File: src/rtl/interface_sensor_agua_pkg.sv
// Shared cafeteira constants: sensor timing defaults at 50 MHz and the sensor FSM encoding.
// Pure declarations, no logic.
package interface_sensor_agua_pkg;

    localparam int unsigned SA_TRIGGER_CICLOS = 500;
    localparam int unsigned SA_CICLOS_POR_CM  = 2941;
    localparam int unsigned SA_TIMEOUT_CICLOS = 5000000;
    localparam int unsigned SA_LIMIAR_CM      = 10;

    localparam int unsigned DIST_W = 10;
    localparam logic [DIST_W-1:0] CM_MAX = '1;

    typedef enum logic [3:0] {
        INICIAL      = 4'b0000,
        GERA_TRIGGER = 4'b0001,
        ESPERA_ECHO  = 4'b0010,
        MEDE_ECHO    = 4'b0011,
        ARMAZENA     = 4'b0100,
        FINAL        = 4'b0101,
        ERRO_TIMEOUT = 4'b0110
    } estado_t;

endpackage

File: src/rtl/interface_sensor_agua_if.sv
// Request/response bundle between the control unit, the ultrasonic sensor and the water-level interface.
// slave = measurement block, master = control unit plus sensor side.
interface interface_sensor_agua_if;
    logic       zera;
    logic       medir;
    logic       echo;
    logic       trigger;
    logic       pronto;
    logic       suficiente;
    logic       timeout;
    logic [9:0] distancia;
    logic [3:0] db_estado;

    modport master (
        output zera, medir, echo,
        input  trigger, pronto, suficiente, timeout, distancia, db_estado
    );

    modport slave (
        input  zera, medir, echo,
        output trigger, pronto, suficiente, timeout, distancia, db_estado
    );
endinterface

File: src/rtl/sincronizador_2ff.sv
// Two-flop synchronizer for asynchronous sensor inputs.
// Latency: 2 clocks from d to q.
module sincronizador_2ff (
    input  logic clock,
    input  logic reset,
    input  logic d,
    output logic q
);
    logic meta_q, meta_d;
    logic sync_q, sync_d;

    always_comb begin
        meta_d = d;
        sync_d = meta_q;
    end

    always_ff @(posedge clock or posedge reset) begin
        if (reset) begin
            meta_q <= 1'b0;
            sync_q <= 1'b0;
        end else begin
            meta_q <= meta_d;
            sync_q <= sync_d;
        end
    end

    assign q = sync_q;
endmodule

File: src/rtl/interface_sensor_agua.sv
// Ultrasonic water-level measurement: trigger pulse, echo width timing in cm, sufficiency and timeout flags.
// Echo reaches the FSM 2 clocks late; results appear one cycle after the echo fall is seen (armazena -> final).
module interface_sensor_agua
    import interface_sensor_agua_pkg::*;
#(
    parameter int unsigned TRIGGER_CICLOS = SA_TRIGGER_CICLOS,
    parameter int unsigned CICLOS_POR_CM  = SA_CICLOS_POR_CM,
    parameter int unsigned TIMEOUT_CICLOS = SA_TIMEOUT_CICLOS,
    parameter int unsigned LIMIAR_CM      = SA_LIMIAR_CM
) (
    input  logic                    clock,
    input  logic                    reset,
    interface_sensor_agua_if.slave  bus
);
    localparam int TRG_W  = (TRIGGER_CICLOS > 1) ? $clog2(TRIGGER_CICLOS) : 1;
    localparam int TICK_W = (CICLOS_POR_CM  > 1) ? $clog2(CICLOS_POR_CM)  : 1;
    localparam int TO_W   = (TIMEOUT_CICLOS > 1) ? $clog2(TIMEOUT_CICLOS) : 1;

    localparam logic [TRG_W-1:0]  TRG_LAST  = TRG_W'(TRIGGER_CICLOS - 1);
    localparam logic [TICK_W-1:0] TICK_LAST = TICK_W'(CICLOS_POR_CM - 1);
    localparam logic [TO_W-1:0]   TO_LAST   = TO_W'(TIMEOUT_CICLOS - 1);
    localparam logic [DIST_W-1:0] LIMIAR    = DIST_W'(LIMIAR_CM);

    estado_t             estado_q, estado_d;
    logic [TRG_W-1:0]    trg_cnt_q, trg_cnt_d;
    logic [TICK_W-1:0]   tick_q, tick_d;
    logic [DIST_W-1:0]   cm_q, cm_d;
    logic [TO_W-1:0]     to_cnt_q, to_cnt_d;
    logic [DIST_W-1:0]   distancia_q, distancia_d;
    logic                suficiente_q, suficiente_d;
    logic                echo_s;

    sincronizador_2ff u_sync_echo (
        .clock (clock),
        .reset (reset),
        .d     (bus.echo),
        .q     (echo_s)
    );

    always_comb begin
        estado_d     = estado_q;
        trg_cnt_d    = trg_cnt_q;
        tick_d       = tick_q;
        cm_d         = cm_q;
        to_cnt_d     = to_cnt_q;
        distancia_d  = distancia_q;
        suficiente_d = suficiente_q;

        if (bus.zera) begin
            estado_d     = INICIAL;
            trg_cnt_d    = '0;
            tick_d       = '0;
            cm_d         = '0;
            to_cnt_d     = '0;
            distancia_d  = '0;
            suficiente_d = 1'b0;
        end else begin
            case (estado_q)
                INICIAL, FINAL, ERRO_TIMEOUT: begin
                    if (bus.medir) begin
                        estado_d  = GERA_TRIGGER;
                        trg_cnt_d = '0;
                    end
                end
                GERA_TRIGGER: begin
                    if (trg_cnt_q == TRG_LAST) begin
                        estado_d = ESPERA_ECHO;
                        to_cnt_d = '0;
                        tick_d   = '0;
                        cm_d     = '0;
                    end else begin
                        trg_cnt_d = trg_cnt_q + TRG_W'(1);
                    end
                end
                ESPERA_ECHO: begin
                    to_cnt_d = to_cnt_q + TO_W'(1);
                    if (to_cnt_q == TO_LAST)
                        estado_d = ERRO_TIMEOUT;
                    else if (echo_s)
                        estado_d = MEDE_ECHO;
                end
                MEDE_ECHO: begin
                    // Every mede_echo cycle, including the one that sees the fall, is one echo-high clock.
                    to_cnt_d = to_cnt_q + TO_W'(1);
                    if (tick_q == TICK_LAST) begin
                        tick_d = '0;
                        if (cm_q != CM_MAX)
                            cm_d = cm_q + DIST_W'(1);
                    end else begin
                        tick_d = tick_q + TICK_W'(1);
                    end
                    if (to_cnt_q == TO_LAST)
                        estado_d = ERRO_TIMEOUT;
                    else if (!echo_s)
                        estado_d = ARMAZENA;
                end
                ARMAZENA: begin
                    distancia_d  = cm_q;
                    suficiente_d = (cm_q <= LIMIAR);
                    estado_d     = FINAL;
                end
                default: estado_d = INICIAL;
            endcase
        end
    end

    always_ff @(posedge clock or posedge reset) begin
        if (reset) begin
            estado_q     <= INICIAL;
            trg_cnt_q    <= '0;
            tick_q       <= '0;
            cm_q         <= '0;
            to_cnt_q     <= '0;
            distancia_q  <= '0;
            suficiente_q <= 1'b0;
        end else begin
            estado_q     <= estado_d;
            trg_cnt_q    <= trg_cnt_d;
            tick_q       <= tick_d;
            cm_q         <= cm_d;
            to_cnt_q     <= to_cnt_d;
            distancia_q  <= distancia_d;
            suficiente_q <= suficiente_d;
        end
    end

    // Decoded straight from the state flop so reset drops trigger without waiting for an edge.
    assign bus.trigger    = (estado_q == GERA_TRIGGER);
    assign bus.pronto     = (estado_q == FINAL);
    assign bus.timeout    = (estado_q == ERRO_TIMEOUT);
    assign bus.distancia  = distancia_q;
    assign bus.suficiente = suficiente_q;
    assign bus.db_estado  = estado_q;
endmodule

File: src/flat_wrapper.sv
// flat-port wrapper written by rule: the top's interface ports become plain ports
module interface_sensor_agua_flat import interface_sensor_agua_pkg::*;
#(
    parameter int unsigned TRIGGER_CICLOS = SA_TRIGGER_CICLOS,
    parameter int unsigned CICLOS_POR_CM  = SA_CICLOS_POR_CM,
    parameter int unsigned TIMEOUT_CICLOS = SA_TIMEOUT_CICLOS,
    parameter int unsigned LIMIAR_CM      = SA_LIMIAR_CM
)
  (clock, reset, bus_zera, bus_medir, bus_echo, bus_trigger, bus_pronto, bus_suficiente, bus_timeout, bus_distancia, bus_db_estado);
  interface_sensor_agua_if bus_i ();
  input  logic clock;
  input  logic reset;
  input wire logic [$bits(bus_i.zera)-1:0] bus_zera;
  input wire logic [$bits(bus_i.medir)-1:0] bus_medir;
  input wire logic [$bits(bus_i.echo)-1:0] bus_echo;
  output wire logic [$bits(bus_i.trigger)-1:0] bus_trigger;
  output wire logic [$bits(bus_i.pronto)-1:0] bus_pronto;
  output wire logic [$bits(bus_i.suficiente)-1:0] bus_suficiente;
  output wire logic [$bits(bus_i.timeout)-1:0] bus_timeout;
  output wire logic [$bits(bus_i.distancia)-1:0] bus_distancia;
  output wire logic [$bits(bus_i.db_estado)-1:0] bus_db_estado;
  assign bus_i.zera = bus_zera;
  assign bus_i.medir = bus_medir;
  assign bus_i.echo = bus_echo;
  assign bus_trigger = bus_i.trigger;
  assign bus_pronto = bus_i.pronto;
  assign bus_suficiente = bus_i.suficiente;
  assign bus_timeout = bus_i.timeout;
  assign bus_distancia = bus_i.distancia;
  assign bus_db_estado = bus_i.db_estado;
  interface_sensor_agua #(.TRIGGER_CICLOS(TRIGGER_CICLOS), .CICLOS_POR_CM(CICLOS_POR_CM), .TIMEOUT_CICLOS(TIMEOUT_CICLOS), .LIMIAR_CM(LIMIAR_CM)) u_core (.clock(clock), .reset(reset), .bus(bus_i));
endmodule
File: config.mk
export PLATFORM = sky130hd
export DESIGN_NAME = interface_sensor_agua_flat
export DESIGN_NICKNAME = d
export VERILOG_FILES = /design/src/rtl/interface_sensor_agua_pkg.sv /design/src/rtl/interface_sensor_agua_if.sv /design/src/rtl/sincronizador_2ff.sv /design/src/rtl/interface_sensor_agua.sv /design/src/flat_wrapper.sv
export SDC_FILE = /design/constraint.sdc
export NUM_CORES = 1
export LEC_CHECK = 0
export BUFFER_PORTS_ARGS = -buffer_cell sky130_fd_sc_hd__clkbuf_2
export CAP_MARGIN = 20
export CELL_PAD_IN_SITES_DETAIL_PLACEMENT = 0
export CELL_PAD_IN_SITES_GLOBAL_PLACEMENT = 1
export CORE_UTILIZATION = 42
export DETAILED_ROUTE_END_ITERATION = 6
export GPL_TIMING_DRIVEN = 0
export PLACE_DENSITY_LB_ADDON = 0.08
export SLEW_MARGIN = 20
export SYNTH_ARGS = -nofsm -noshare
export SYNTH_HDL_FRONTEND = slang
export SYNTH_SLANG_ARGS = --single-unit
File: constraint.sdc
create_clock -name clock -period 6.85 [get_ports clock]
set_clock_uncertainty 0.2 [all_clocks]
set_input_delay 1.0275 -clock clock [delete_from_list [all_inputs] [get_ports clock]]
set_output_delay 1.0275 -clock clock [all_outputs]
set_load 0.05 [all_outputs]
==> Yosys cells after proc, flatten, opt, wreduce, memory -nomap -nowiden <==
Index checks and enable logic that the tools add are counted.
{ "totals": {"inputBits": 5, "regBits": 71, "elab_cells": 71} }
{ "classes": {"order_cmp": 1, "n_reduce_logical": 12, "addsub": 4, "mux": 28, "n_eq_ne": 17} }
{ "op_table": {"columns": ["cell", "count"], "rows": [
  ["$mux 10", 6],
  ["$mux 23", 2],
  ["$pmux 23 s2", 1],
  ["$mux 12", 3],
  ["$mux 4", 7],
  ["$mux 9", 3],
  ["$pmux 12 s2", 1],
  ["$add 23x1->23 const B", 1],
  ["$eq 23x23->1 const B", 1],
  ["$pmux 10 s2", 1],
  ["$pmux 4 s5", 1],
  ["$pmux 9 s2", 1],
  ["$add 12x1->12 const B", 1],
  ["$eq 12x12->1 const B", 1],
  ["$eq 4x3->1 const B", 3],
  ["$add 10x1->10 const B", 1],
  ["$le 10x4->1 const B", 1],
  ["$ne 10x10->1 const B", 1],
  ["$add 9x1->9 const B", 1],
  ["$eq 9x9->1 const B", 1],
  ["$ne 3x2->1 const B", 3],
  ["$reduce_bool 3->1", 3],
  ["$eq 4x2->1 const B", 2],
  ["$ne 4x3->1 const B", 2],
  ["other kinds (10)", 14]
]} }

==> Depth between registers and ports, before layout <==
{ "logic_depth": {"depth_word": 5, "ltp_mapped": 8, "depth_no_buf": 7} }

==> Modules after synthesis <==
Synthesis repeated with hierarchy kept, for this count alone.
{ "unflattened": {"cells_unflattened": 414, "area_unflattened_um2": 3791.1} }
{ "modules_own_cells": {"columns": ["module", "cells_per_inst", "n_inst", "area_each_um2"], "rows": [
  ["interface_sensor_agua", 411, 1, 3737.3],
  ["sincronizador_2ff", 3, 1, 53.8]
]} }

==> Least setup slack after synthesis <==
OpenSTA, ideal clock, no wires.
{ "synth_path": {"kind": "register to output", "from": "reg u_core.estado_q[0], in the netlist u_core.bus.db_estado[0]", "to": "out bus_pronto", "slack_ns": 3.511, "required_time_ns": 5.622, "t_arrival_ns": 2.112, "path_buffers": 1, "stages_incl_launch_ff": 4, "path_cell_list": "dfrtp_1 buf_2 inv_1 nor3_1"} }
{ "synth_via": {"elab_chain_len": 1} }
{ "synth_rtl": {"columns": ["item", "line", "text"], "rows": [
  ["start: declaration", "interface_sensor_agua.sv:24", "estado_t estado_q, estado_d;"],
  ["start signal: assignment", "interface_sensor_agua.sv:117", "estado_q <= estado_d;"],
  ["$eq 4x3->1", "interface_sensor_agua.sv:129", "assign bus.pronto = (estado_q == FINAL);"],
  ["end: declaration", "flat_wrapper.sv:17", "output wire logic [$bits(bus_i.pronto)-1:0] bus_pronto;"]
]} }
No other way between the ends.

==> Worst setup path in the final report <==
{ "layout_path": {"from": "reg u_core.estado_q[2], in the netlist u_core.bus.db_estado[2]", "to": "out bus_trigger"} }
{ "layout_via": {"elab_chain_len": 1} }
{ "layout_rtl": {"columns": ["item", "line", "text"], "rows": [
  ["$eq 4x1->1", "interface_sensor_agua.sv:128", "assign bus.trigger = (estado_q == GERA_TRIGGER);"],
  ["end: declaration", "flat_wrapper.sv:16", "output wire logic [$bits(bus_i.trigger)-1:0] bus_trigger;"]
]} }
No other way between the ends.

==> out/qor.yml <==
cts:
  cts-resized-gates: 0
  clk-insertion-delay-late_ps: 350
  cts_hold_buf: 0
  cts_buffers: 9
  cts_sinks: 70
  clockRootBuffer: "clkbuf_8"
  htree_levels: 3
  cts_tree: "yes"
  post-cts-setup-buffer-count: 0
  path_clk_slew_ps: 80
  cts.path.max_buffers: 2
cells_and_area:
  nFillCells: 904
  final_nets: 472
  final_core_util_pct: 48.6
  antenna_cells: 0
  synthToLayoutAreaGrowth_pct: 13.2
  final_cells: 577
  design_area_mm2: 0.00447
  multi_input_area_mm2: 0.00203
  seqCellArea_mm2: 0.00175
  drive_gt1_share_pct: 13.5
setup_path:
  endpoint_kind: "output port"
  path_class: "reg -> out"
  cp_data_required_time_ps: 5620
  worstPathMaxFanout: 10
  startpoint_type: "register"
  slowest_delay_ps: 440
  crit_slowest_cell: "nor3b_2"
  path_cells: "buf_2 -> nor3b_2 -> clkbuf_2"
  critical_path_arrival_ps: 1770
global_routing:
  grt_pass1_vias: 3416
  grt_max_degree: 54
  antenna_found_initial: 0
  grt_pass1_wl_mm: 16.7
  grt.overflow.total: 0
  grtUsageTotal_pct: 21.5
drt:
  wl_mm: 9.77
  drc: 0
  ant_nets: 0
  drt_iter0_drc: 153
  drt_first_pass_iters: 4
  wire_per_inst_um: 16.9
  num_vias: 3506
  post_drt_via_cell_ratio: 6.08
floorplan:
  fp.dieArea_mm2: 0.00980
  die_w_um: 99.0
  num_io_pins: 23
  core_region_area_mm2: 0.00920
  initial_core_util_pct: 43.0
  fp.dieH_um: 99.0
  row_count: 35
outcome:
  outcome: "complete, no violations"
synthesis:
  ys_types: 58
  ys_top_cells_by_count: "dfrtp_1 (70), o21ai_0 (41), nand2_1 (39)"
  yosysMostFrequentCell: "dfrtp_1"
  yosysTopAreaCell: "dfrtp_1"
  yosysTopAreaCellShare_pct: 44.3
  syn_inst: 428
  synth-edff-count: 0
  ys_ff_latch: 70
  synthArstFlopShare_pct: 100
  yosysSeqAreaShare_pct: 44.3
  netlist_area_mm2: 0.00395
  ys.flop_type: "dfrtp_1"
  yosysWarnings: 0
  avgSynthCellArea_um2: 9.23
  synth_area_leaders: "dfrtp_1 (44%), o21ai_0 (5.2%), o31ai_1 (4.0%)"
  synth_nets: 439
hold_path:
  hold_class: "reg -> reg"
sta:
  setup_viol_count_final: 0
  worst_pin_slew_ps: 910
  relSlewSlack_pct: 39.1
  fin_crit_ps: 3000
  finalHoldViolCount: 0
  rsz0062_at_grt: "no"
  layout_setup_ws_ps: 3850
  fin_crit_sh_pct: 43.7
  finalMaxSlewViolations: 0
  max_freq_ghz: 0.334
  finalSetupTns_ps: 0
flow_run:
  timing.max_cap.violations: 0
power_and_ir_drop:
  irDropWorstVdd_mv: 0.115
  p_leak_nw: 1.84
  power-per-cell-area_mw_per_mm2: 268
place:
  place_congestion: 0.854
  dpl_cell_area_mm2: 0.00423
  dp_slack_ps: 3900
  io_buffers: 21
  dp.cells: 561
  dp_hpwl_mm: 6.77
[power by group]
part           total [mW]  switching, mW  internal (mW)
registers           0.450         0.0178          0.432
logic               0.333          0.238         0.0951
clock network       0.417          0.166          0.251
total                1.20          0.422          0.778
[metal layers]
| metal | track usage (%) | wire length (um) | up-vias |
|---|---|---|---|
| li1 | - | - | 1710 |
| met1 | 28.3 | 4620 | 1716 |
| met4 | 8.15 | 190 | 0 |
| met5 | 0 | 0 | - |
| met2 | 35.6 | 4670 | 60 |
| met3 | 3.62 | 292 | 20 |
[metrics by stage]
step           hold slack, ps  total power [mW]
4_1_cts                   159              1.21
5_1_grt                   169              1.26
6_report                  157              1.20
3_3_place_gp              133             0.788
2_1_floorplan             131             0.706
3_5_place_dp              136             0.791
[state kept, by name, summed over array words and instances (netlist names)]
name / flops
u_core.bus.db_estado: 3
u_core.bus.distancia: 10
u_core.bus.suficiente: 1
u_core.cm_q: 10
u_core.tick_q: 12
u_core.to_cnt_q: 23
u_core.trg_cnt_q: 9
u_core.u_sync_echo.meta_q: 1
u_core.u_sync_echo.q: 1
[worst max-delay path, delay by kind of cell, from the launching register on]
kind          cells  cell delay (ps)
flops             1              410
buf+inv           2              560
simple gates      1              440
[logic make-up (layout without fill, tap and decap cells)]
| family | count (synthesis) | in the layout | share of synthesized area [%] |
|---|---|---|---|
| other | 1 | 1 | 0.0949 |
| xor gates and xnor gates | 3 | 3 | 0.665 |
| DFF | 70 | 70 | 44.3 |
| buffers and inverters | 37 | 75 | 4.21 |
| muxes | 3 | 3 | 0.791 |
| adders and majority gates | 6 | 6 | 1.90 |
| AOI/OAI and AO/OA | 132 | 132 | 22.5 |
| and+or+nand+nor | 176 | 176 | 25.5 |
[layout make-up]
cell class | count | area share, %
multi-input cells | 321 | 45.5
repair buffers | 22 | 2.97
clock inverters | 6 | 2.43
flip-flops and latches | 70 | 39.2
plain buffers | 25 | 2.71
well taps | 111 | 3.10
clock buffers | 10 | 3.08
inverters | 12 | 1.06
[worst paths after layout]
check	start	to	slack, ps	cells after the start
min	u_core.u_sync_echo.meta_q	u_core.u_sync_echo.q	160	0
min reg2reg	u_core.u_sync_echo.meta_q	u_core.u_sync_echo.q	160	0
max in group asynchronous	reset	u_core.to_cnt_q[8]	5500	3
min in group asynchronous	reset	u_core.to_cnt_q[3]	400	2
max	u_core.bus.db_estado[2]	bus_trigger	3850	3
max reg2reg	u_core.trg_cnt_q[0]	u_core.to_cnt_q[4]	4290	8
[layout by cell type (no fill, tap or decap), types with 4 or more instances in the layout]
cell type and n:
ha_1 6, inv_1 11, clkbuf_8 10, or3_1 8
dfrtp_1 70, nand3_1 26, nor4_1 5, a21oi_1 23
nand2_1 39, a22o_1 12, a31oi_1 5, or4_1 17
clkbuf_1 11, nor2b_1 8, and3_1 11, o31ai_1 21
buf_2 10, nor2_1 16, o21ai_0 41, clkbuf_2 21
nor3_1 9, nand4_1 14, and4_1 4
Note: power is estimated with default switching activity, not from simulation.
